File: config.mk
export PLATFORM = sky130hd
export DESIGN_NAME = matrix_stream_loader_flat
export DESIGN_NICKNAME = d
export VERILOG_FILES = /design/src/rtl/matrix_stream_loader_pkg.sv /design/src/rtl/matrix_stream_loader_if.sv /design/src/rtl/matrix_stream_loader_checksum.sv /design/src/rtl/matrix_stream_loader.sv /design/src/flat_wrapper.sv
export SDC_FILE = /design/constraint.sdc
export NUM_CORES = 1
export LEC_CHECK = 0
export BUFFER_PORTS_ARGS = -buffer_cell sky130_fd_sc_hd__buf_2
export CAP_MARGIN = 30
export CORE_MARGIN = 10
export CORE_UTILIZATION = 54
export CTS_BUF_LIST = sky130_fd_sc_hd__clkbuf_8 sky130_fd_sc_hd__clkbuf_16
export CTS_CLUSTER_SIZE = 16
export DETAILED_ROUTE_END_ITERATION = 12
export GPL_TIMING_DRIVEN = 1
export PLACE_DENSITY = 0.83
export SETUP_SLACK_MARGIN = 0.05
export SYNTH_ARGS = -nofsm -noshare
export SYNTH_HDL_FRONTEND = slang
export SYNTH_SLANG_ARGS = --single-unit
File: constraint.sdc
create_clock -name clk -period 2.24 [get_ports clk]
set_input_delay 0.224 -clock clk [delete_from_list [all_inputs] [get_ports clk]]
set_output_delay 0.224 -clock clk [all_outputs]
set_load 0.01 [all_outputs]
File: src/rtl/matrix_stream_loader_pkg.sv
// Shared types and constants for the matrix stream loader.
// Holds state encodings, the frame-count width and sizing helpers.
package matrix_stream_loader_pkg;

    localparam int FRAMES_W = 16;

    typedef enum logic [2:0] {
        LOADER_LOAD_A    = 3'd0,
        LOADER_LOAD_B    = 3'd1,
        LOADER_CHK       = 3'd2,
        LOADER_START     = 3'd3,
        LOADER_WAIT_DONE = 3'd4
    } loader_state_e;

    function automatic int cnt_w(input int n);
        return (n < 2) ? 1 : $clog2(n);
    endfunction

    function automatic int max2(input int a, input int b);
        return (a > b) ? a : b;
    endfunction

endpackage

File: src/rtl/matrix_stream_loader_if.sv
// Stream-in, A/B write-port and accelerator handshake bundle.
// master = loader side, slave = source/memory/accelerator side.
interface matrix_stream_loader_if
    import matrix_stream_loader_pkg::*;
#(
    parameter int DW  = 8,
    parameter int AAW = 4,
    parameter int BAW = 4
);
    logic [DW-1:0]       s_data;
    logic                s_valid;
    logic                s_ready;
    logic                flush;
    logic [DW-1:0]       a_data_out;
    logic [AAW-1:0]      a_addr;
    logic                a_wen;
    logic [DW-1:0]       b_data_out;
    logic [BAW-1:0]      b_addr;
    logic                b_wen;
    logic                start_computation;
    logic                computation_done;
    logic                busy;
    logic                frame_error;
    logic [FRAMES_W-1:0] frames_done;

    modport master (
        input  s_data, s_valid, flush, computation_done,
        output s_ready, a_data_out, a_addr, a_wen,
        output b_data_out, b_addr, b_wen,
        output start_computation, busy, frame_error, frames_done
    );

    modport slave (
        output s_data, s_valid, flush, computation_done,
        input  s_ready, a_data_out, a_addr, a_wen,
        input  b_data_out, b_addr, b_wen,
        input  start_computation, busy, frame_error, frames_done
    );

endinterface

File: src/rtl/matrix_stream_loader_checksum.sv
// Running mod-2^DW sum of frame elements with clear and compare.
module loader_checksum #(
    parameter int DW = 8
) (
    input  logic          clk,
    input  logic          rst_n,
    input  logic          clr_i,
    input  logic          add_i,
    input  logic [DW-1:0] data_i,
    input  logic [DW-1:0] cmp_i,
    output logic          match_o
);
    logic [DW-1:0] sum_q, sum_d;

    always_comb begin
        sum_d = sum_q;
        if (clr_i)      sum_d = '0;
        else if (add_i) sum_d = sum_q + data_i;
    end

    always_ff @(posedge clk or negedge rst_n) begin
        if (!rst_n) sum_q <= '0;
        else        sum_q <= sum_d;
    end

    assign match_o = (sum_q == cmp_i);

endmodule

File: src/rtl/matrix_stream_loader.sv
// Unpacks a word stream into A then B write ports, starts the accelerator
// and waits (watchdog-bounded) for done. MATRIX_LOADER_CHECKSUM_EN adds a trailer check.
module matrix_stream_loader
    import matrix_stream_loader_pkg::*;
#(
    parameter int M              = 3,
    parameter int N              = 3,
    parameter int P              = 3,
    parameter int DATA_WIDTH     = 8,
    parameter int TIMEOUT_CYCLES = 1024
) (
    input logic                    clk,
    input logic                    rst_n,
    matrix_stream_loader_if.master bus
);
    localparam int A_WORDS = M * N;
    localparam int B_WORDS = N * P;
    localparam int AW = cnt_w(A_WORDS);
    localparam int BW = cnt_w(B_WORDS);
    localparam int IW = cnt_w(max2(A_WORDS, B_WORDS));
    localparam int WW = cnt_w(TIMEOUT_CYCLES);

    loader_state_e         state_q, state_d;
    logic [IW-1:0]         idx_q, idx_d;
    logic [WW-1:0]         wd_q, wd_d;
    logic [AW-1:0]         a_addr_q, a_addr_d;
    logic [DATA_WIDTH-1:0] a_data_q, a_data_d;
    logic                  a_wen_q, a_wen_d;
    logic [BW-1:0]         b_addr_q, b_addr_d;
    logic [DATA_WIDTH-1:0] b_data_q, b_data_d;
    logic                  b_wen_q, b_wen_d;
    logic                  start_q, start_d;
    logic                  err_q, err_d;
    logic [FRAMES_W-1:0]   frames_q, frames_d;
    logic                  s_ready;
    logic                  beat;

`ifdef MATRIX_LOADER_CHECKSUM_EN
    logic ck_clr, ck_add, ck_match;

    loader_checksum #(.DW(DATA_WIDTH)) u_checksum (
        .clk     (clk),
        .rst_n   (rst_n),
        .clr_i   (ck_clr),
        .add_i   (ck_add),
        .data_i  (bus.s_data),
        .cmp_i   (bus.s_data),
        .match_o (ck_match)
    );
`endif

    assign s_ready = (state_q == LOADER_LOAD_A)
                  || (state_q == LOADER_LOAD_B)
                  || (state_q == LOADER_CHK);
    assign beat = bus.s_valid && s_ready;

    always_comb begin
        state_d  = state_q;
        idx_d    = idx_q;
        wd_d     = wd_q;
        a_addr_d = a_addr_q;
        a_data_d = a_data_q;
        a_wen_d  = 1'b0;
        b_addr_d = b_addr_q;
        b_data_d = b_data_q;
        b_wen_d  = 1'b0;
        start_d  = 1'b0;
        err_d    = 1'b0;
        frames_d = frames_q;
`ifdef MATRIX_LOADER_CHECKSUM_EN
        ck_clr   = 1'b0;
        ck_add   = 1'b0;
`endif
        unique case (state_q)
            LOADER_LOAD_A: if (beat) begin
                a_wen_d  = 1'b1;
                a_addr_d = AW'(idx_q);
                a_data_d = bus.s_data;
`ifdef MATRIX_LOADER_CHECKSUM_EN
                ck_add   = 1'b1;
`endif
                if (idx_q == IW'(A_WORDS - 1)) begin
                    state_d = LOADER_LOAD_B;
                    idx_d   = '0;
                end else begin
                    idx_d = idx_q + 1'b1;
                end
            end
            LOADER_LOAD_B: if (beat) begin
                b_wen_d  = 1'b1;
                b_addr_d = BW'(idx_q);
                b_data_d = bus.s_data;
`ifdef MATRIX_LOADER_CHECKSUM_EN
                ck_add   = 1'b1;
`endif
                if (idx_q == IW'(B_WORDS - 1)) begin
                    idx_d = '0;
`ifdef MATRIX_LOADER_CHECKSUM_EN
                    state_d = LOADER_CHK;
`else
                    state_d = LOADER_START;
`endif
                end else begin
                    idx_d = idx_q + 1'b1;
                end
            end
            LOADER_CHK: begin
`ifdef MATRIX_LOADER_CHECKSUM_EN
                if (beat) begin
                    if (ck_match) begin
                        state_d = LOADER_START;
                    end else begin
                        err_d   = 1'b1;
                        state_d = LOADER_LOAD_A;
                        ck_clr  = 1'b1;
                    end
                end
`else
                state_d = LOADER_LOAD_A;
`endif
            end
            LOADER_START: begin
                start_d = 1'b1;
                wd_d    = '0;
                state_d = LOADER_WAIT_DONE;
            end
            LOADER_WAIT_DONE: begin
                // done beats a timeout landing in the same cycle
                if (bus.computation_done) begin
                    frames_d = frames_q + FRAMES_W'(1);
                    state_d  = LOADER_LOAD_A;
`ifdef MATRIX_LOADER_CHECKSUM_EN
                    ck_clr   = 1'b1;
`endif
                end else if (wd_q == WW'(TIMEOUT_CYCLES - 1)) begin
                    err_d   = 1'b1;
                    state_d = LOADER_LOAD_A;
`ifdef MATRIX_LOADER_CHECKSUM_EN
                    ck_clr  = 1'b1;
`endif
                end else begin
                    wd_d = wd_q + 1'b1;
                end
            end
            default: begin
                state_d = LOADER_LOAD_A;
                idx_d   = '0;
            end
        endcase

        if (bus.flush) begin
            state_d  = LOADER_LOAD_A;
            idx_d    = '0;
            wd_d     = wd_q;
            a_addr_d = a_addr_q;
            a_data_d = a_data_q;
            a_wen_d  = 1'b0;
            b_addr_d = b_addr_q;
            b_data_d = b_data_q;
            b_wen_d  = 1'b0;
            start_d  = 1'b0;
            err_d    = 1'b0;
            frames_d = frames_q;
`ifdef MATRIX_LOADER_CHECKSUM_EN
            ck_clr   = 1'b1;
            ck_add   = 1'b0;
`endif
        end
    end

    always_ff @(posedge clk or negedge rst_n) begin
        if (!rst_n) begin
            state_q  <= LOADER_LOAD_A;
            idx_q    <= '0;
            wd_q     <= '0;
            a_addr_q <= '0;
            a_data_q <= '0;
            a_wen_q  <= 1'b0;
            b_addr_q <= '0;
            b_data_q <= '0;
            b_wen_q  <= 1'b0;
            start_q  <= 1'b0;
            err_q    <= 1'b0;
            frames_q <= '0;
        end else begin
            state_q  <= state_d;
            idx_q    <= idx_d;
            wd_q     <= wd_d;
            a_addr_q <= a_addr_d;
            a_data_q <= a_data_d;
            a_wen_q  <= a_wen_d;
            b_addr_q <= b_addr_d;
            b_data_q <= b_data_d;
            b_wen_q  <= b_wen_d;
            start_q  <= start_d;
            err_q    <= err_d;
            frames_q <= frames_d;
        end
    end

    assign bus.s_ready           = s_ready;
    assign bus.a_addr            = a_addr_q;
    assign bus.a_data_out        = a_data_q;
    assign bus.a_wen             = a_wen_q;
    assign bus.b_addr            = b_addr_q;
    assign bus.b_data_out        = b_data_q;
    assign bus.b_wen             = b_wen_q;
    assign bus.start_computation = start_q;
    assign bus.frame_error       = err_q;
    assign bus.frames_done       = frames_q;
    assign bus.busy = !((state_q == LOADER_LOAD_A) && (idx_q == '0));

endmodule

File: src/flat_wrapper.sv
// flat-port wrapper written by rule: the top's interface ports become plain ports
module matrix_stream_loader_flat import matrix_stream_loader_pkg::*;
#(
    parameter int M              = 3,
    parameter int N              = 3,
    parameter int P              = 3,
    parameter int DATA_WIDTH     = 8,
    parameter int TIMEOUT_CYCLES = 1024
)
  (clk, rst_n, bus_s_data, bus_s_valid, bus_flush, bus_computation_done, bus_s_ready, bus_a_data_out, bus_a_addr, bus_a_wen, bus_b_data_out, bus_b_addr, bus_b_wen, bus_start_computation, bus_busy, bus_frame_error, bus_frames_done);
  matrix_stream_loader_if #(.DW(8), .AAW(4), .BAW(4)) bus_i ();
  input logic clk;
  input logic rst_n;
  input wire logic [$bits(bus_i.s_data)-1:0] bus_s_data;
  input wire logic [$bits(bus_i.s_valid)-1:0] bus_s_valid;
  input wire logic [$bits(bus_i.flush)-1:0] bus_flush;
  input wire logic [$bits(bus_i.computation_done)-1:0] bus_computation_done;
  output wire logic [$bits(bus_i.s_ready)-1:0] bus_s_ready;
  output wire logic [$bits(bus_i.a_data_out)-1:0] bus_a_data_out;
  output wire logic [$bits(bus_i.a_addr)-1:0] bus_a_addr;
  output wire logic [$bits(bus_i.a_wen)-1:0] bus_a_wen;
  output wire logic [$bits(bus_i.b_data_out)-1:0] bus_b_data_out;
  output wire logic [$bits(bus_i.b_addr)-1:0] bus_b_addr;
  output wire logic [$bits(bus_i.b_wen)-1:0] bus_b_wen;
  output wire logic [$bits(bus_i.start_computation)-1:0] bus_start_computation;
  output wire logic [$bits(bus_i.busy)-1:0] bus_busy;
  output wire logic [$bits(bus_i.frame_error)-1:0] bus_frame_error;
  output wire logic [$bits(bus_i.frames_done)-1:0] bus_frames_done;
  assign bus_i.s_data = bus_s_data;
  assign bus_i.s_valid = bus_s_valid;
  assign bus_i.flush = bus_flush;
  assign bus_i.computation_done = bus_computation_done;
  assign bus_s_ready = bus_i.s_ready;
  assign bus_a_data_out = bus_i.a_data_out;
  assign bus_a_addr = bus_i.a_addr;
  assign bus_a_wen = bus_i.a_wen;
  assign bus_b_data_out = bus_i.b_data_out;
  assign bus_b_addr = bus_i.b_addr;
  assign bus_b_wen = bus_i.b_wen;
  assign bus_start_computation = bus_i.start_computation;
  assign bus_busy = bus_i.busy;
  assign bus_frame_error = bus_i.frame_error;
  assign bus_frames_done = bus_i.frames_done;
  matrix_stream_loader #(.M(M), .N(N), .P(P), .DATA_WIDTH(DATA_WIDTH), .TIMEOUT_CYCLES(TIMEOUT_CYCLES)) u_core (.clk(clk), .rst_n(rst_n), .bus(bus_i));
endmodule
==> out/metrics.yaml, run 1 <==
yosys:
  syn_inst: 237
  ys_seq_area_share_pct: 54.8
  netlist.top_cell.by_area: "dfrtp_1"
  ys_ff_latch: 61
  syn_area_per_cell_um2: 11.7
  yosys.area.top_type_share_pct: 54.8
  synthTopCellsByArea: "dfrtp_1 (55%), mux2_2 (7.7%), o31ai_1 (3.0%)"
  synth_warnings: 0
  synth_nets: 254
  synthesis.area_um2: 2780
  yosysUniqueCellTypes: 43
timing:
  fin_ws_ps: 188
  setup_tns_ps: 0
  max_freq_ghz: 0.487
  worstMarginPinSlew_ps: 617
  slew_headroom_pct: 58.9
  setup_viol_count_final: 0
  hold_viol: 0
  period_share_pct: 91.6
  rsz0062_at_grt: "false"
  period_minus_slack_ps: 2050
  drv_slew: 0
  finClkSkew_ps: 9.47
clock_network:
  postCtsSetupBuffers: 0
  clockBufferDepth: 2
  numCtsBuffers: 9
  htree_levels: 3
  cts-root-buf: "clkbuf_8"
  clock_latency_ps: 340
  cts.sinks: 61
  cts_tree: "yes"
  clk_pin_slew_worst_paths_ps: 70
placed_design:
  dpl.hpwl_um: 4340
  gp_congestion: 0.843
  port_buffers: 58
  post-place-ws_ps: 170
layout:
  layout_commonest_cell: "dfrtp_1"
  seq_area_um2: 1530
  fin_nets: 320
  multi_input_area_um2: 1170
  layout_common_cells: "dfrtp_1 (61), buf_2 (58), nand2_1 (21)"
  area_growth_pct: 21.8
  final_layout_size_suffix_gt1_share_pct: 36.0
  num_antenna_cells: 0
  fill_cells: 394
detailed_routing:
  drt_first_pass_iters: 5
  drt_iter0_drc: 140
  dr_total_vias: 2031
  wl_per_cell_um: 15.8
  drt-total-wl_um: 5970
  vias_per_cell: 5.37
  drc: 0
  ant_nets: 0
setup_path:
  required_ps: 2460
  arrival_ps: 2270
  critPathKind: "reg2reg"
  cp-start-kind: "flop"
  cp_max_fo: 16
  r2r_slack_ps: 190
  endpoint_kind: "flop"
grt:
  grt_use_total_pct: 15.0
  grt_overflow_total: 0
  grt_most_used_layer: "met2"
  grt_pass1_wl_um: 10200
  grt_pass1_vias: 2089
  use_met2_pct: 23.0
  grt_use_met3_pct: 4.73
  grt_max_degree: 62
  gr-usage-met1_pct: 18.7
  grt_antenna_before_repair: 0
floorplan:
  initial_core_util_pct: 55.2
  rows: 26
  dieArea_um2: 8430
  die_w_um: 91.8
  dieHeight_um: 91.8
  ios: 59
  core_um2: 5040
power_and_ir_drop:
  p_int_uw: 2080
  combPwrFrac_pct: 13.9
  cellPowerDensity_nw_per_um2: 815
  p_leak_uw: 0.00172
  power.share.clock_pct: 39.4
  switching_share_pct: 24.5
  ir_worst_vdd_v: 0.000600
  p_switching_uw: 678
  pwr-share-seq_pct: 46.7
run_status:
  outcome: "finished, final reports clean"
min_path:
  holdCritPathClass: "in2reg"
run:
  maxCapViolCount: 0
[power by group through the flow]
stage	clock (µW)	combinational [µW]	sequential (µW)
after global routing	1150	425	1310
after CTS	1110	398	1290
final	1090	384	1290
after detailed placement	0	394	1310
after floorplan	0	159	1350
after global placement	0	383	1300
[critical path, cell delays in order, from the launching register on]
cell and delay, ps:
dfrtp_1 490, or3_4 420, or3_1 630, mux2_4 400
[registers in the layout, summed over array words and instances (netlist names), 3 cells and up]
signal and cells:
u_core.idx_q 4, u_core.bus.b_data_out 8, u_core.bus.frames_done 16, u_core.bus.a_addr 4, u_core.bus.a_data_out 8, u_core.bus.b_addr 4, u_core.state_q 3, u_core.wd_q 10
[final cells by class]
type                       instances  share of cell area (%)
clock buffer                      11                    4.47
clock inverter                     5                    2.18
inverter                           8                   0.886
multi-input combinational        159                    34.5
sequential                        61                    45.0
tap                               70                    2.58
timing repair buffer              64                    10.3
[synth_stat cells (all sizes together)]
cell type and n:
nor4 3, o31ai 11, nor4b 1, o21ai 14
xnor2 8, a211o 1, nand3b 1, o311ai 1
a22o 1, and2 1, buf 6, nand4 5
nand2 21, o2bb2a 1, nand3 12, nand2b 3
a31oi 2, or3 3, o22ai 1, clkbuf 3
and3b 1, and3 5, or3b 2, or2 3
inv 8, nor2b 2, mux2 22, o311a 1
dfrtp 61, nor2 7, a21oi 5, nor3 7
xor2 7, and4 3, ha 4
[repair_timing]
item | CTS | global route
resized for setup | 0 | 0
endpoints found under the setup margin | 0 | 0
endpoints found under the hold margin | 61 | 0
hold buffers | 1 | 0
[through the flow]
stage	total power [µW]	cell area [µm²]	std cells	utilization [%]	hold WS, ps
floorplan	1510	2780	237	-	-71.6
global placement	1680	3150	361	62.6	251
detailed placement	1700	3150	361	62.6	254
CTS	2800	3390	378	67.2	105
global route	2890	3390	378	67.2	122
finish	2760	3390	378	67.2	116
[cells by family (layout without fill, tap and decap cells)]
kind of cell	count (synthesis)	after routing	share of synthesized area [%]
flops	61	61	54.8
compound gates	38	38	9.12
fa+ha+maj	4	4	1.80
simple gates	80	80	17.1
mux	22	22	9.30
xor+xnor	15	15	4.72
buf+inv	17	88	3.15
[worst paths after layout]
path | startpoint | end | cells past startpoint
worst max-delay path | u_core.state_q[2] | u_core.bus.a_data_out[4] | 3
worst min-delay path | bus_flush | u_core.bus.start_computation | 2
worst max register to register | u_core.state_q[2] | u_core.bus.a_data_out[4] | 3
worst min register to register | u_core.bus.frames_done[15] | u_core.bus.frames_done[15] | 1
max in group asynchronous | rst_n | u_core.wd_q[3] | 3
min in group asynchronous | rst_n | u_core.wd_q[9] | 3
[metal layers]
metal / up-vias / share of wire, % / wire [µm]
met3: 15 / 5.5 / 326
met2: 55 / 48 / 2880
li1: 991 / - / -
met5: - / 0 / 0
met4: 0 / 2.2 / 131
met1: 970 / 44 / 2620
Power figures use the tool's default switching activity.
==> run 2, diff against run 1 <==
Settings changed: GPL_TIMING_DRIVEN 1 to 0.
==> out/metrics.yaml, run 2 (synthesis gave the netlist of run 1 again) <==
run_status:
  outcome: "finished, final reports clean"
grt:
  grt_pass1_vias: 2184  # +4.5%
  grt_max_degree: 42  # -32%
  grt_pass1_wl_um: 10000  # -1.4%
  grt_antenna_before_repair: 0  # unchanged
  grt_use_total_pct: 14.5  # -0.45 points
  grt_overflow_total: 0  # unchanged
setup_path:
  arrival_ps: 2290  # +20 ps
  r2r-end: "u_core.bus.b_data_out[4]"
  crit_slowest_cell: "dfrtp_1"
  cp_cell_sequence: "buf_2 -> nor3_1 -> and3_1 -> clkbuf_1 -> clkbuf_4 -> mux2_2"
  endpoint_kind: "flop"
  critPathKind: "reg2reg"
  path_delay_family: "buffers and inverters"
  path_buf_inv: 3  # +3
  rr_startpoint: "u_core.state_q[2]"
  required_ps: 2450  # about the same
  r2r_slack_ps: 160  # -30 ps
  cp_max_fo: 10  # -6
  worst-r2r-cell-count: 6  # +3
  critical_path.max_stage_delay_ps: 410  # -220 ps
  cp-start-kind: "flop"
clock_network:
  numCtsBuffers: 9  # unchanged
  cts_tree: "yes"
  clk_pin_slew_worst_paths_ps: 70  # about the same
  clockBufferDepth: 2  # unchanged
  cts.sinks: 61  # unchanged
  clock_latency_ps: 320  # -20 ps
  cts-root-buf: "clkbuf_8"
  htree_levels: 3  # unchanged
power_and_ir_drop:
  finalPower_uw: 2540  # -7.9%
  ir_worst_vdd_v: 0.000633  # +5.6%
  cellPowerDensity_nw_per_um2: 752  # -7.7%
  p_leak_uw: 0.00171  # -0.48%
detailed_routing:
  vias_per_cell: 5.49  # +2.2%
  drt_iter0_drc: 106  # -24%
  ant_nets: 0  # unchanged
  drt-total-wl_um: 5990  # +0.35%
  dr_total_vias: 2103  # +3.5%
  wl_per_cell_um: 15.6  # -0.96%
  drt_first_pass_iters: 4  # -1
  drc: 0  # unchanged
timing:
  slew_headroom_pct: 52.1  # -6.8 points
  rsz0062_at_grt: "true"
  hold_viol: 0  # unchanged
  finClkSkew_ps: 4.83  # -4.64 ps
  drv_slew: 0  # unchanged
  period_share_pct: 93.1  # +1.4 points
  worstMarginPinSlew_ps: 718  # +101 ps
  max_freq_ghz: 0.480  # -1.6%
  period_minus_slack_ps: 2080  # +32.4 ps
  setup_tns_ps: 0  # unchanged
  setup_viol_count_final: 0  # unchanged
floorplan:
  die_w_um: 91.8  # unchanged
  dieArea_um2: 8430  # unchanged
  ios: 59  # unchanged
  initial_core_util_pct: 55.2  # unchanged
  core_um2: 5040  # unchanged
  dieHeight_um: 91.8  # unchanged
  rows: 26  # unchanged
min_path:
  holdPathStages: 2  # unchanged
  holdCritPathClass: "in2reg"
  min_to: "u_core.bus.start_computation"
  min_from: "bus_flush"
placed_design:
  gp_congestion: 0.825  # -2.1%
  port_buffers: 58  # unchanged
  dpl.hpwl_um: 4450  # +2.6%
layout:
  area_growth_pct: 21.5
  final_layout_size_suffix_gt1_share_pct: 35.8  # -0.26 points
  num_antenna_cells: 0  # unchanged
  largest_reg_flops: 16  # unchanged
  multi_input_area_um2: 1180  # +0.75%
  fill_cells: 382  # -3.0%
  seq_area_um2: 1530  # unchanged
  fin_nets: 325  # +1.6%
  layout_common_cells: "buf_2 (61), dfrtp_1 (61), nand2_1 (21)"
run:
  maxCapViolCount: 0  # unchanged
run 2: layout make-up:
class                   count  area share (%)
repair buffers             60            9.47
multi-input cells         159            34.9
plain buffers               9            1.78
inverters                   8           0.888
well taps                  70            2.59
flip-flops and latches     61            45.1
clock buffers              11            4.48
clock inverters             5           0.814
run 2: power by group:
group	internal, µW	switching, µW
logic	194	206
clock network	452	408
registers	1220	67.6
total	1860	682
run 2: worst register-to-register path: stages (launching register included):
cell,delay (ps)
dfrtp_1,410
buf_2,190
nor3_1,240
and3_1,200
clkbuf_1,270
clkbuf_4,300
mux2_2,360
run 2: worst max-delay path by stage:
stage,from,to,slack (ps),cells after the start
after detailed placement,u_core.state_q[2],u_core.bus.b_data_out[1],180,6
after CTS,u_core.state_q[2],u_core.bus.b_data_out[1],150,6
after global routing,u_core.state_q[2],u_core.bus.b_data_out[0],30,6
after floorplan,u_core.state_q[2],u_core.bus.a_data_out[4],480,5
after global placement,u_core.state_q[2],u_core.bus.b_data_out[1],210,6
final,u_core.state_q[2],u_core.bus.b_data_out[4],160,6
run 2: metrics by stage:
| step | instance area (µm²) | std cells | hold slack (ps) | util, % | setup slack, ps |
|---|---|---|---|---|---|
| after detailed placement | 3180 | 366 | 208 | 63.1 | 184 |
| after global placement | 3160 | 365 | 447 | 62.7 | 207 |
| after global routing | 3380 | 383 | 116 | 67.1 | 34.1 |
| after CTS | 3370 | 383 | 97.6 | 66.8 | 154 |
| after floorplan | 2780 | 237 | -71.6 | - | 479 |
| final | 3380 | 383 | 118 | 67.1 | 155 |
run 2: what timing repair did:
item	in CTS	in global routing
endpoints found under the hold margin	20	0
hold buffers	1	0
gates resized for setup	0	2
buffers inserted	0	0
endpoints found under the setup margin	0	9
run 2: layer usage:
| metal | global-route usage, % | vias up | part of all wire (%) |
|---|---|---|---|
| met5 | 0 | - | 0 |
| met4 | 6.81 | 0 | 1.5 |
| met3 | 4.56 | 7 | 7.0 |
| met2 | 24.4 | 59 | 51 |
| met1 | 16.5 | 1039 | 40 |
| li1 | - | 998 | - |
